## src/rtl/heroe_pkg.sv

```systemverilog
// Shared definitions for the keypad scanner: matrix geometry, FSM states and
// the row priority encoder.
package heroe_pkg;

  localparam int NUM_ROWS = 4;
  localparam int NUM_COLS = 4;

  typedef enum logic [1:0] {
    SCAN     = 2'd0,
    DEBOUNCE = 2'd1,
    HELD     = 2'd2
  } state_t;

  // Rows are active-low; when several are low the lowest index wins.
  function automatic logic [1:0] lowest_low_row(input logic [NUM_ROWS-1:0] rows);
    logic [1:0] idx;
    idx = '0;
    for (int i = NUM_ROWS - 1; i >= 0; i--) begin
      if (!rows[i]) idx = 2'(i);
    end
    return idx;
  endfunction

endpackage

```

## src/rtl/scan_tick_gen.sv

```systemverilog
// Free-running divider producing a one-cycle tick every SCAN_DIV clocks;
// shared by the keypad scanner and the display multiplexer.
module scan_tick_gen #(
  parameter int SCAN_DIV = 1350
) (
  input  logic clk,
  input  logic rst,
  output logic tick
);

  localparam int CW = (SCAN_DIV > 1) ? $clog2(SCAN_DIV) : 1;
  localparam logic [CW-1:0] LAST = CW'(SCAN_DIV - 1);

  logic [CW-1:0] count;

  always_ff @(posedge clk) begin
    if (rst) begin
      count <= '0;
    end else if (count == LAST) begin
      count <= '0;
    end else begin
      count <= count + CW'(1);
    end
  end

  assign tick = (count == LAST);

endmodule

```

## src/rtl/keypad_scanner.sv

```systemverilog
// 4x4 matrix keypad scanner: rotates an active-low column strobe, debounces
// the synchronized rows and reports one code per confirmed press.
module keypad_scanner
  import heroe_pkg::*;
#(
  parameter int SCAN_DIV       = 1350,
  parameter int DEBOUNCE_TICKS = 8
) (
  input  logic                clk,
  input  logic                rst,
  input  logic [NUM_ROWS-1:0] row_in,
  output logic [NUM_COLS-1:0] col_out,
  output logic [3:0]          key_code,
  output logic                key_valid,
  output logic                key_held
);

  localparam int CNT_W = $clog2(DEBOUNCE_TICKS + 1);
  localparam logic [CNT_W-1:0] CNT_LAST = CNT_W'(DEBOUNCE_TICKS - 1);

  logic                tick;
  logic [NUM_ROWS-1:0] row_meta;
  logic [NUM_ROWS-1:0] row_sync;
  state_t              state;
  logic [1:0]          cur_col;
  logic [1:0]          row_idx;
  logic [CNT_W-1:0]    deb_cnt;
  logic [CNT_W-1:0]    rel_cnt;
  logic                any_low;
  logic [1:0]          sel_row;
  logic                row_hit;

  scan_tick_gen #(
    .SCAN_DIV(SCAN_DIV)
  ) u_tick (
    .clk (clk),
    .rst (rst),
    .tick(tick)
  );

  assign any_low = ~&row_sync;
  assign sel_row = lowest_low_row(row_sync);
  assign row_hit = ~row_sync[row_idx];

  // The column stays frozen outside SCAN, so cur_col doubles as the latched
  // column index of the key being debounced or held.
  always_ff @(posedge clk) begin
    if (rst) begin
      row_meta  <= '1;
      row_sync  <= '1;
      state     <= SCAN;
      cur_col   <= 2'd0;
      col_out   <= 4'b1110;
      row_idx   <= 2'd0;
      deb_cnt   <= '0;
      rel_cnt   <= '0;
      key_code  <= 4'd0;
      key_valid <= 1'b0;
      key_held  <= 1'b0;
    end else begin
      row_meta  <= row_in;
      row_sync  <= row_meta;
      key_valid <= 1'b0;
      if (tick) begin
        case (state)
          SCAN: begin
            if (any_low) begin
              row_idx <= sel_row;
              if (DEBOUNCE_TICKS == 1) begin
                key_code  <= {sel_row, cur_col};
                key_valid <= 1'b1;
                key_held  <= 1'b1;
                state     <= HELD;
              end else begin
                deb_cnt <= CNT_W'(1);
                state   <= DEBOUNCE;
              end
            end else begin
              cur_col <= cur_col + 2'd1;
              col_out <= {col_out[2:0], col_out[3]};
            end
          end
          DEBOUNCE: begin
            if (row_hit) begin
              if (deb_cnt == CNT_LAST) begin
                key_code  <= {row_idx, cur_col};
                key_valid <= 1'b1;
                key_held  <= 1'b1;
                deb_cnt   <= '0;
                state     <= HELD;
              end else begin
                deb_cnt <= deb_cnt + CNT_W'(1);
              end
            end else begin
              deb_cnt <= '0;
              state   <= SCAN;
              cur_col <= cur_col + 2'd1;
              col_out <= {col_out[2:0], col_out[3]};
            end
          end
          HELD: begin
            if (!row_hit) begin
              if (rel_cnt == CNT_LAST) begin
                key_held <= 1'b0;
                rel_cnt  <= '0;
                state    <= SCAN;
                cur_col  <= cur_col + 2'd1;
                col_out  <= {col_out[2:0], col_out[3]};
              end else begin
                rel_cnt <= rel_cnt + CNT_W'(1);
              end
            end else begin
              rel_cnt <= '0;
            end
          end
          default: state <= SCAN;
        endcase
      end
    end
  end

endmodule
```

## config.mk

```make
export PLATFORM = sky130hd
export DESIGN_NAME = keypad_scanner
export DESIGN_NICKNAME = d
export VERILOG_FILES = /design/src/rtl/heroe_pkg.sv /design/src/rtl/scan_tick_gen.sv /design/src/rtl/keypad_scanner.sv
export SDC_FILE = /design/constraint.sdc
export NUM_CORES = 1
export LEC_CHECK = 0
export CAP_MARGIN = 0
export CORE_ASPECT_RATIO = 1.5
export CORE_UTILIZATION = 38
export CTS_BUF_LIST = sky130_fd_sc_hd__clkbuf_4 sky130_fd_sc_hd__clkbuf_8
export DETAILED_ROUTE_END_ITERATION = 10
export SETUP_SLACK_MARGIN = 0.5
export SLEW_MARGIN = 20
export SYNTH_ARGS = -nofsm -noshare
export SYNTH_HDL_FRONTEND = slang
export SYNTH_SLANG_ARGS = --single-unit
```

## constraint.sdc

```tcl
create_clock -name clk -period 1.76 [get_ports clk]
set_input_delay 0.352 -clock clk [delete_from_list [all_inputs] [get_ports clk]]
set_output_delay 0.352 -clock clk [all_outputs]
set_load 0.02 [all_outputs]
```

* Word level (Yosys, flattened, before mapping) *
Cells that the tools add are included.

word-level totals
  memory bits (writable) = 0
  output and inout port bits = 10
  latch bits = 0
  word-level logic and storage cells = 82
  memories kept = 0
  bits in registers = 43
  input bits = 6
  ROM bits = 0

cells by class
  multiply operators = 0
  shifts and indexed selects = 0
  bitwise logic cells = 4
  reductions and logical operators = 14
  $lt $le $gt $ge = 1
  divide/modulo/power cells = 0
  mux-type cells = 34
  equal/unequal tests = 13
  add/subtract/negate cells = 4

operators with widths
  operator                 count
  $mux W4                  9
  $mux W2                  13
  $ne A2 B2 Y1 const B     7
  $pmux W2 S3              2
  $pmux W4 S3              1
  $reduce_and A6 Y1        2
  $add A11 B1 Y11 const B  1
  $eq A11 B11 Y1 const B   1
  $add A4 B1 Y4 const B    2
  $eq A4 B3 Y1 const B     2
  $pmux W4 S2              1
  $reduce_and A4 Y1        2
  $mux W1                  6
  $reduce_and A3 Y1        2
  $reduce_and A5 Y1        1
  $not A1 Y1               4
  $reduce_bool A2 Y1       2
  $reduce_or A4 Y1         1
  $lt A2 B3 Y1 const B     1
  $ne A3 B3 Y1 const B     1
  $reduce_bool A3 Y1       1
  $add A2 B1 Y2 const B    1
  $bmux W1 S2              1
  $eq A2 B1 Y1 const B     1
  other kinds (5)          5

* Depth between registers and ports, before layout *
Gate-level depths: netlist (run 1).

  depth after elaboration = 4
  mapped depth = 7
  depth with buffers taken out = 7

* By module *
A second synthesis (run 1) with hierarchy kept.

second synthesis, totals
  cell total of the unflattened synthesis = 202
  area, all modules = 1915.6 µm²

modules (own cells, without submodules)
  module          times used  area each (µm²)  seq. area each (µm²)  cells each
  keypad_scanner  1           1398.8           640.6                 147
  scan_tick_gen   1           516.7            220.2                 55

* Worst setup path after synthesis (run 1) *
No wires, ideal clock.

  path kind = flip-flop to flip-flop
  start = register row_idx[1]
  end = register key_code[0]
  path slack = 19 ps
  clock period less this slack = 1741 ps
  path buffers = 1
  library setup time = 128 ps
  arrival time = 1614 ps
  stages on the path, launching flop included = 7
  required time = 1632 ps
  cells stage by stage = dfxtp_1 -> buf_2 -> mux2_1 -> o22a_4 -> nor3_4 -> mux2i_1 -> nor2_1

between the ends
  longest elaborated chain between the ends = 4

ends and longest elaborated chain
  what                           RTL line              text
  start, declared                keypad_scanner.sv:26  logic [1:0] row_idx;
  start signal, assigned         keypad_scanner.sv:68  row_idx <= sel_row;
  $bmux W1 S2                    keypad_scanner.sv:43  assign row_hit = ~row_sync[row_idx];
  $mux W1 (implied by the code)  keypad_scanner.sv:43
  $not A1 Y1 (no line)           n/a
  $reduce_and A4 Y1 (no line)    n/a
  end signal, assigned           keypad_scanner.sv:70  key_code <= {sel_row, cur_col};
  end signal, assigned           keypad_scanner.sv:86  key_code <= {row_idx, cur_col};
  end, declared                  keypad_scanner.sv:13  output logic [3:0] key_code,

No other way between the ends. The select of a mux whose other input is x is not followed.
A chain may end at the register's enable or synchronous reset.

* Worst setup path in the final report (run 1) *
  start = register u_tick.count[1]
  end = register deb_cnt[2]

between the ends
  longest elaborated chain between the ends = 2

ends and longest elaborated chain
  what                         RTL line              text
  start, declared              scan_tick_gen.sv:14   logic [CW-1:0] count;
  start signal, assigned       scan_tick_gen.sv:22   count <= count + CW'(1);
  $eq A11 B11 Y1               scan_tick_gen.sv:26   assign tick = (count == LAST);
  $reduce_and A3 Y1 (no line)  n/a
  end signal, assigned         keypad_scanner.sv:92  deb_cnt <= deb_cnt + CNT_W'(1);
  end, declared                keypad_scanner.sv:27  logic [CNT_W-1:0] deb_cnt;

No other way between the ends.

==> run metrics, run 1 <==
# port buffers=15; Vias per Instance=just under 5; Area contributors post-synth=dfxtp_1 45%, nor2_1 6.3%, mux2i_1 5.3%; commonest non-fill, non-tap cells in the layout=35 x dfxtp_1, 30 x nor2_1, 25 x buf_4, 12 x a21oi_1, 10 x buf_2; cell accounting for the most synthesized area=dfxtp_1; standard cell core area=around 0.0048 mm²; Yosys warning count=0; clock group share of total power=0.369; total area of multi-input combinational cells=0.001196 mm²; WP data arrival=roughly 1.9 ns; Max Fanout on Critical Path=4; count of pins on the block boundary=16; post-synthesis cell count=roughly 210; setup repair after global routing missed its margin=yes; vias after detailed routing=between 1500 and 2000; Die W=~60 µm; routability cong.=just under 0.8; layout cells sized above 1=0.3913; Critical Setup Path Class=flip-flop to flip-flop; mean routed wirelength per cell=between 10 and 15 µm; flip-flop and latch count after synthesis=between 40 and 50; Synthesized Nets=between 200 and 250; Clk Tree Root Cell=clkbuf_8; slew margin rel.=0.7330; Netlist Area Pre-Place=~0.0019 mm²; cell count of the worst hold path=1; num rows=31; NetSw=0.4302 mW; TritonCTS Buffers=5; leak pwr=about 1 nW; register share of total power=0.567; endpoints failing setup=0; number of flops mapped to enable cells by yosys=0; CP endpoint kind=flip-flop; area post-placement=0.002302 mm²; Critical Path RT=1.95 ns; total DRC errors in the routed layout=0; clock transition at the register clock pins on the worst setup and hold paths after CTS=approximately 0.080 ns; final cycle utilization of the critical path=0.9446; proportion of netlist area held by the largest area contributor=0.4532; final setup slack of the worst path=around 0.098 ns; Sink Count=43; internal portion of total power=between 1 and 1.5 mW; synthesis-to-layout area growth=39.99%; y dimension of the die=roughly 89 µm; Non-Filler Cell Area, Final=approximately 0.0027 mm²; Critical Path Start Type=flip-flop; final cell count without fillers=around 320; Max Clk Rate=0.6015 GHz; First-pass DRT Iterations=4; Congestion Overflow GR=0; fraction of power spent switching nets=0.2451; pin count of the biggest net entering global routing=22; # H-tree levels=2; CTS tree=built; syn_area_per_cell=~9.3 µm²; register area=between 800 and 900 µm²; placed instance count=between 200 and 300; worst hold slack=between 0.4 and 0.5 ns; count of nets after finishing=262; maximum clock path buffer count=2; Power Total=1.755 mW; worst vdd ir=~0.00053 V; number of cell instances on the worst register-to-register path=7; post-layout util=0.5528; initial standard-cell utilization of the core=0.3949; number of hold-repair buffers added at the cts stage=0; wire length of the first global-routing pass=between 6000 and 7000 µm; outcome=completed; antenna violations before repair=0; Async S/R FF share, synth=0; transition at the pin with the smallest max-transition slack=~0.39 ns; final number of hold-violating endpoints=0; Pins Over Slew Limit=0; iteration-0 DRC count of the detailed router=17; post-synthesis cell type count=47; number of global-route vias before repair=approximately 1500; Detailed Place HPWL=2668 µm; number of fill cells=460; final critical path time including I/O delays and setup=approximately 1.7 ns; overall routed net length=4003 µm; Post-synth top flop=dfxtp_1; final total negative setup slack=0 ns; count of max-cap constraint violations=0; later-pin clock latency in the skew report=just over 0.3 ns; portion of the post-synthesis area used by sequential elements=0.4532; count of antenna-violating nets left after detailed routing=0; ANT cells=0; commonest non-fill, non-tap cell in the layout=dfxtp_1; global-route usage over all layers=0.1714; pre-CTS setup slack=approximately 0.04 ns; worst setup skew after layout=just under 0.006 ns; Gate power share=0.064; power density of the placed cells=between 600 and 700 mW/mm²; full die area=~0.0053 mm²; type of the worst min-delay path=flip-flop to flip-flop
critical path, cell delays in order, from the launching register on:
cell and delay [ns]:
dfxtp_2 0.34, inv_2 0.06, ha_4 0.11, nor4b_4 0.24
nand3_2 0.16, or3_4 0.46, o21ai_2 0.12, a21oi_1 0.07
sequential cells by signal, indices dropped and copies added (netlist names):
register,flops
key_held,1
col_out,4
u_tick.count,11
rel_cnt,4
key_valid,1
row_meta,4
state,2
row_sync,4
key_code,4
cur_col,2
row_idx,2
deb_cnt,4
power groups by stage:
stage                     logic [mW]  registers, mW  clock network, mW
after floorplan               0.0573           1.02                  0
after global placement        0.0895           1.02                  0
after detailed placement      0.0902           1.02                  0
after CTS                      0.108          0.994              0.670
after global routing           0.123          0.997              0.723
final                          0.112          0.995              0.648
worst paths after layout:
path	startpoint	end	slack, ns
hold reg to reg	row_meta[2]	row_sync[2]	0.41
hold / removal	row_meta[2]	row_sync[2]	0.41
setup / recovery	u_tick.count[1]	deb_cnt[2]	0.1
setup reg to reg	u_tick.count[1]	deb_cnt[2]	0.1
synthesized netlist by cell type, drive strengths merged (2+ instances only):
library cell	number
a211oi	2
a21boi	2
a21oi	13
and2	2
and3	5
and3b	2
buf	3
clkbuf	5
dfxtp	43
ha	4
inv	6
mux2	2
mux2i	10
nand2	8
nand2b	2
nand3	6
nand3b	4
nand4	3
nor2	32
nor3	7
nor3b	2
nor4b	2
o21ai	6
o32ai	2
or2	8
or3	2
xnor2	4
xor2	6
final cells by class:
type                       instances  area share
sequential                        43      0.3304
clock buffer                       5     0.02588
tap                               66     0.03106
clock inverter                     3    0.008941
multi-input combinational        148      0.4499
timing repair buffer              48      0.1454
inverter                           6    0.008471
routing by layer:
layer  GRT usage  vias to the layer above  part of all wire
li1            -                      811                 -
met1      0.1840                      732              0.43
met2      0.3030                       18              0.53
met3     0.03509                        6             0.025
met4     0.09937                        0             0.023
met5           0                        -                 0
repair_timing:
| item | CTS | global route |
|---|---|---|
| pin swaps | 13 | 13 |
| gates resized for setup | 70 | 14 |
| gates cloned | 0 | 1 |
| setup buffers | 15 | 1 |
| setup endpoints to repair | 45 | 37 |
logic make-up after synthesis:
family / count (synthesis) / share of synthesized area
AO/OA/AOI/OAI: 32 / 0.1146
XOR/XNOR: 10 / 0.04611
adder cells (fa/ha/maj): 4 / 0.02635
buffers and inverters: 14 / 0.03425
flip-flops: 43 / 0.4532
multiplexers: 12 / 0.06456
AND/OR/NAND/NOR: 90 / 0.2609
Power figures use the tool's default switching activity.
==> run 2, diff against run 1 <==
--- a/config.mk
+++ b/config.mk
@@ -6,10 +6,12 @@
 export NUM_CORES = 1
 export LEC_CHECK = 0
 export CAP_MARGIN = 0
-export CORE_ASPECT_RATIO = 1.5
-export CORE_UTILIZATION = 38
+export CELL_PAD_IN_SITES_DETAIL_PLACEMENT = 1
+export CELL_PAD_IN_SITES_GLOBAL_PLACEMENT = 2
+export CORE_UTILIZATION = 34
 export CTS_BUF_LIST = sky130_fd_sc_hd__clkbuf_4 sky130_fd_sc_hd__clkbuf_8
 export DETAILED_ROUTE_END_ITERATION = 10
+export PLACE_DENSITY_LB_ADDON = 0.1
 export SETUP_SLACK_MARGIN = 0.5
 export SLEW_MARGIN = 20
 export SYNTH_ARGS = -nofsm -noshare
==> constraint.sdc (replaced) <==
create_clock -name clk -period 1.4 [get_ports clk]
set_input_delay 0.28 -clock clk [delete_from_list [all_inputs] [get_ports clk]]
set_output_delay 0.28 -clock clk [all_outputs]
set_load 0.02 [all_outputs]
==> run 2 against run 1 <==
Against the previous run: the flow now finishes with violations (negative setup slack); via count increased by 14%; routed wire length grew 43%; non-clock buffer count rose by 30; flip-flop and latch count is the same; utilization grew 2.0 points; critical endpoint is now key_code[1]; sequential power up 26%; power up 35%; clock skew barely moved; hold slack gained 0.0050 ns.
==> run metrics, run 2 (synthesis gave the netlist of run 1 again) <==
placed instance count=about 330; Critical Path Start Type=flip-flop; Critical Setup Path Class=flip-flop to flip-flop; DR WL met2=~3000 µm; slew margin rel.=0.7832; met3 wire length=between 100 and 150 µm; final setup slack of the worst path=-0.3703 ns; initial standard-cell utilization of the core=0.3626; final cell count without fillers=between 300 and 400; number of global-route vias before repair=1911; Reg with most FFs=u_tick.count; CP endpoint kind=flip-flop; Die W=around 77 µm; Max Fanout on Critical Path=6; synthesis-to-layout area growth=58.04%; total area of multi-input combinational cells=about 0.0012 mm²; Power Total=approximately 2.4 mW; number of fill cells=between 500 and 600; later-pin clock latency in the skew report=0.30 ns; num rows=26; global-route usage over all layers=0.2004; worst setup skew after layout=roughly 0.0055 ns; final cycle utilization of the critical path=1.264; register area=a little under 900 µm²; type of the worst min-delay path=flip-flop to flip-flop; Critical Path RT=roughly 1.6 ns; antenna violations before repair=0; count of max-cap constraint violations=0; WP data arrival=1.96 ns; pre-CTS setup slack=-0.3954 ns; vias after detailed routing=approximately 1800; Pins Over Slew Limit=0; commonest non-fill, non-tap cells in the layout=55 x buf_4, 28 x dfxtp_1, 27 x nor2_1, 17 x buf_6, 14 x dfxtp_2; highest metal layer with signal wires=met4; routability cong.=around 0.74; Largest register FFs=11; endpoints failing setup=35; Max Clk Rate=between 0.5 and 0.6 GHz; WL met1=approximately 2500 µm; power density of the placed cells=~800 mW/mm²; count of antenna-violating nets left after detailed routing=0; CTS tree=built; clock transition at the register clock pins on the worst setup and hold paths after CTS=about 0.08 ns; Congestion Overflow GR=0; final critical path time including I/O delays and setup=between 1.5 and 2 ns; wire length of the first global-routing pass=between 9000 and 10000 µm; commonest non-fill, non-tap cell in the layout=buf_4; final number of hold-violating endpoints=0; total DRC errors in the routed layout=0; post-layout util=0.5731; Clk Tree Root Cell=clkbuf_8; layout cells sized above 1=0.5248; violated checks=negative setup slack; pin count of the biggest net entering global routing=15; full die area=about 0.0059 mm²; standard cell core area=roughly 0.0052 mm²; outcome=finished, violations left; iteration-0 DRC count of the detailed router=slightly above 50; transition at the pin with the smallest max-transition slack=0.3170 ns; overall routed net length=between 5000 and 6000 µm; # port buffers=15; Vias per Instance=5.068; count of pins on the block boundary=16; Detailed Place HPWL=3662 µm; leak pwr=1.167 nW; mean routed wirelength per cell=16.28 µm; First-pass DRT Iterations=4; worst vdd ir=between 0.0007 and 0.0008 V; # H-tree levels=2; TritonCTS Buffers=5; y dimension of the die=between 70 and 80 µm; setup repair after global routing missed its margin=yes; maximum clock path buffer count=2; Sink Count=43; count of nets after finishing=slightly below 300; ANT cells=0
[run 2: changes by cell type in the layout (fill, tap and decap cells not counted), moves of 3 or more]
cell	previous run	this run
nor2_2	1	4
dfxtp_2	5	14
a21oi_2	1	6
buf_6	7	17
dfxtp_1	35	28
buf_4	25	55
buf_2	10	0
nor2_1	30	27
a21oi_1	12	7
[run 2: path summary, 6_finish.rpt]
path,start,endpoint,slack (ns),cells past startpoint
setup / recovery,u_tick.count[1],key_code[1],-0.37,8
hold / removal,row_meta[2],row_sync[2],0.41,1
setup reg to reg,u_tick.count[1],key_code[1],-0.37,8
hold reg to reg,row_meta[2],row_sync[2],0.41,1
[run 2: power by group]
group          leakage [nW]  internal (mW)  total, mW  switching [mW]
clock                0.0502          0.521      0.949           0.427
sequential            0.353           1.24       1.25          0.0141
combinational         0.764         0.0884      0.171          0.0828
total                  1.17           1.85       2.37           0.524
[run 2: worst max-delay path, stage by stage (launching register included)]
cell     delay [ns]
dfxtp_2        0.33
inv_2          0.06
ha_4           0.11
nor4b_4        0.27
nand3_2        0.20
nor3_4         0.29
buf_12         0.15
mux2i_1        0.20
nor2_1         0.06
[run 2: repair_timing]
item / in CTS / in global routing
buffers inserted: 10 / 8
pin swaps: 10 / 8
hold buffers: 0 / 0
gates cloned: 1 / 0
setup endpoints to repair: 53 / 45
gates resized for setup: 104 / 17
[run 2: metal layers]
layer  global-route usage  up-vias
met1               0.2414      887
met5                    0        -
met3              0.03929        8
met2               0.3598       22
li1                     -      867
met4              0.05192        0
[run 2: through the flow]
step / hold slack, ns / TNS, ns / cell area, µm²
after floorplan: 0.3771 / -2.953 / 2003
after global placement: 0.3865 / -4.927 / 2517
after detailed placement: 0.3954 / -6.481 / 2517
after CTS: 0.4159 / -6.069 / 2865
after global routing: 0.4281 / -11.68 / 3002
final: 0.4131 / -8.305 / 3002
[run 2: area by class of cell]
cell class              instances  share of cell area
clock buffers                   5             0.02293
clock inverters                 2             0.01251
inverters                       6            0.007503
multi-input cells             148              0.4098
flip-flops and latches         43              0.2939
well taps                      70             0.02918
repair buffers                 78              0.2243
==> run 3, diff against run 2 <==
--- a/config.mk
+++ b/config.mk
@@ -5,7 +5,7 @@
 export SDC_FILE = /design/constraint.sdc
 export NUM_CORES = 1
 export LEC_CHECK = 0
-export CAP_MARGIN = 0
+export CAP_MARGIN = 10
 export CELL_PAD_IN_SITES_DETAIL_PLACEMENT = 1
 export CELL_PAD_IN_SITES_GLOBAL_PLACEMENT = 2
 export CORE_UTILIZATION = 34
==> results of run 3 <==
Final layout, timing and power as in run 2 (identical DEF).
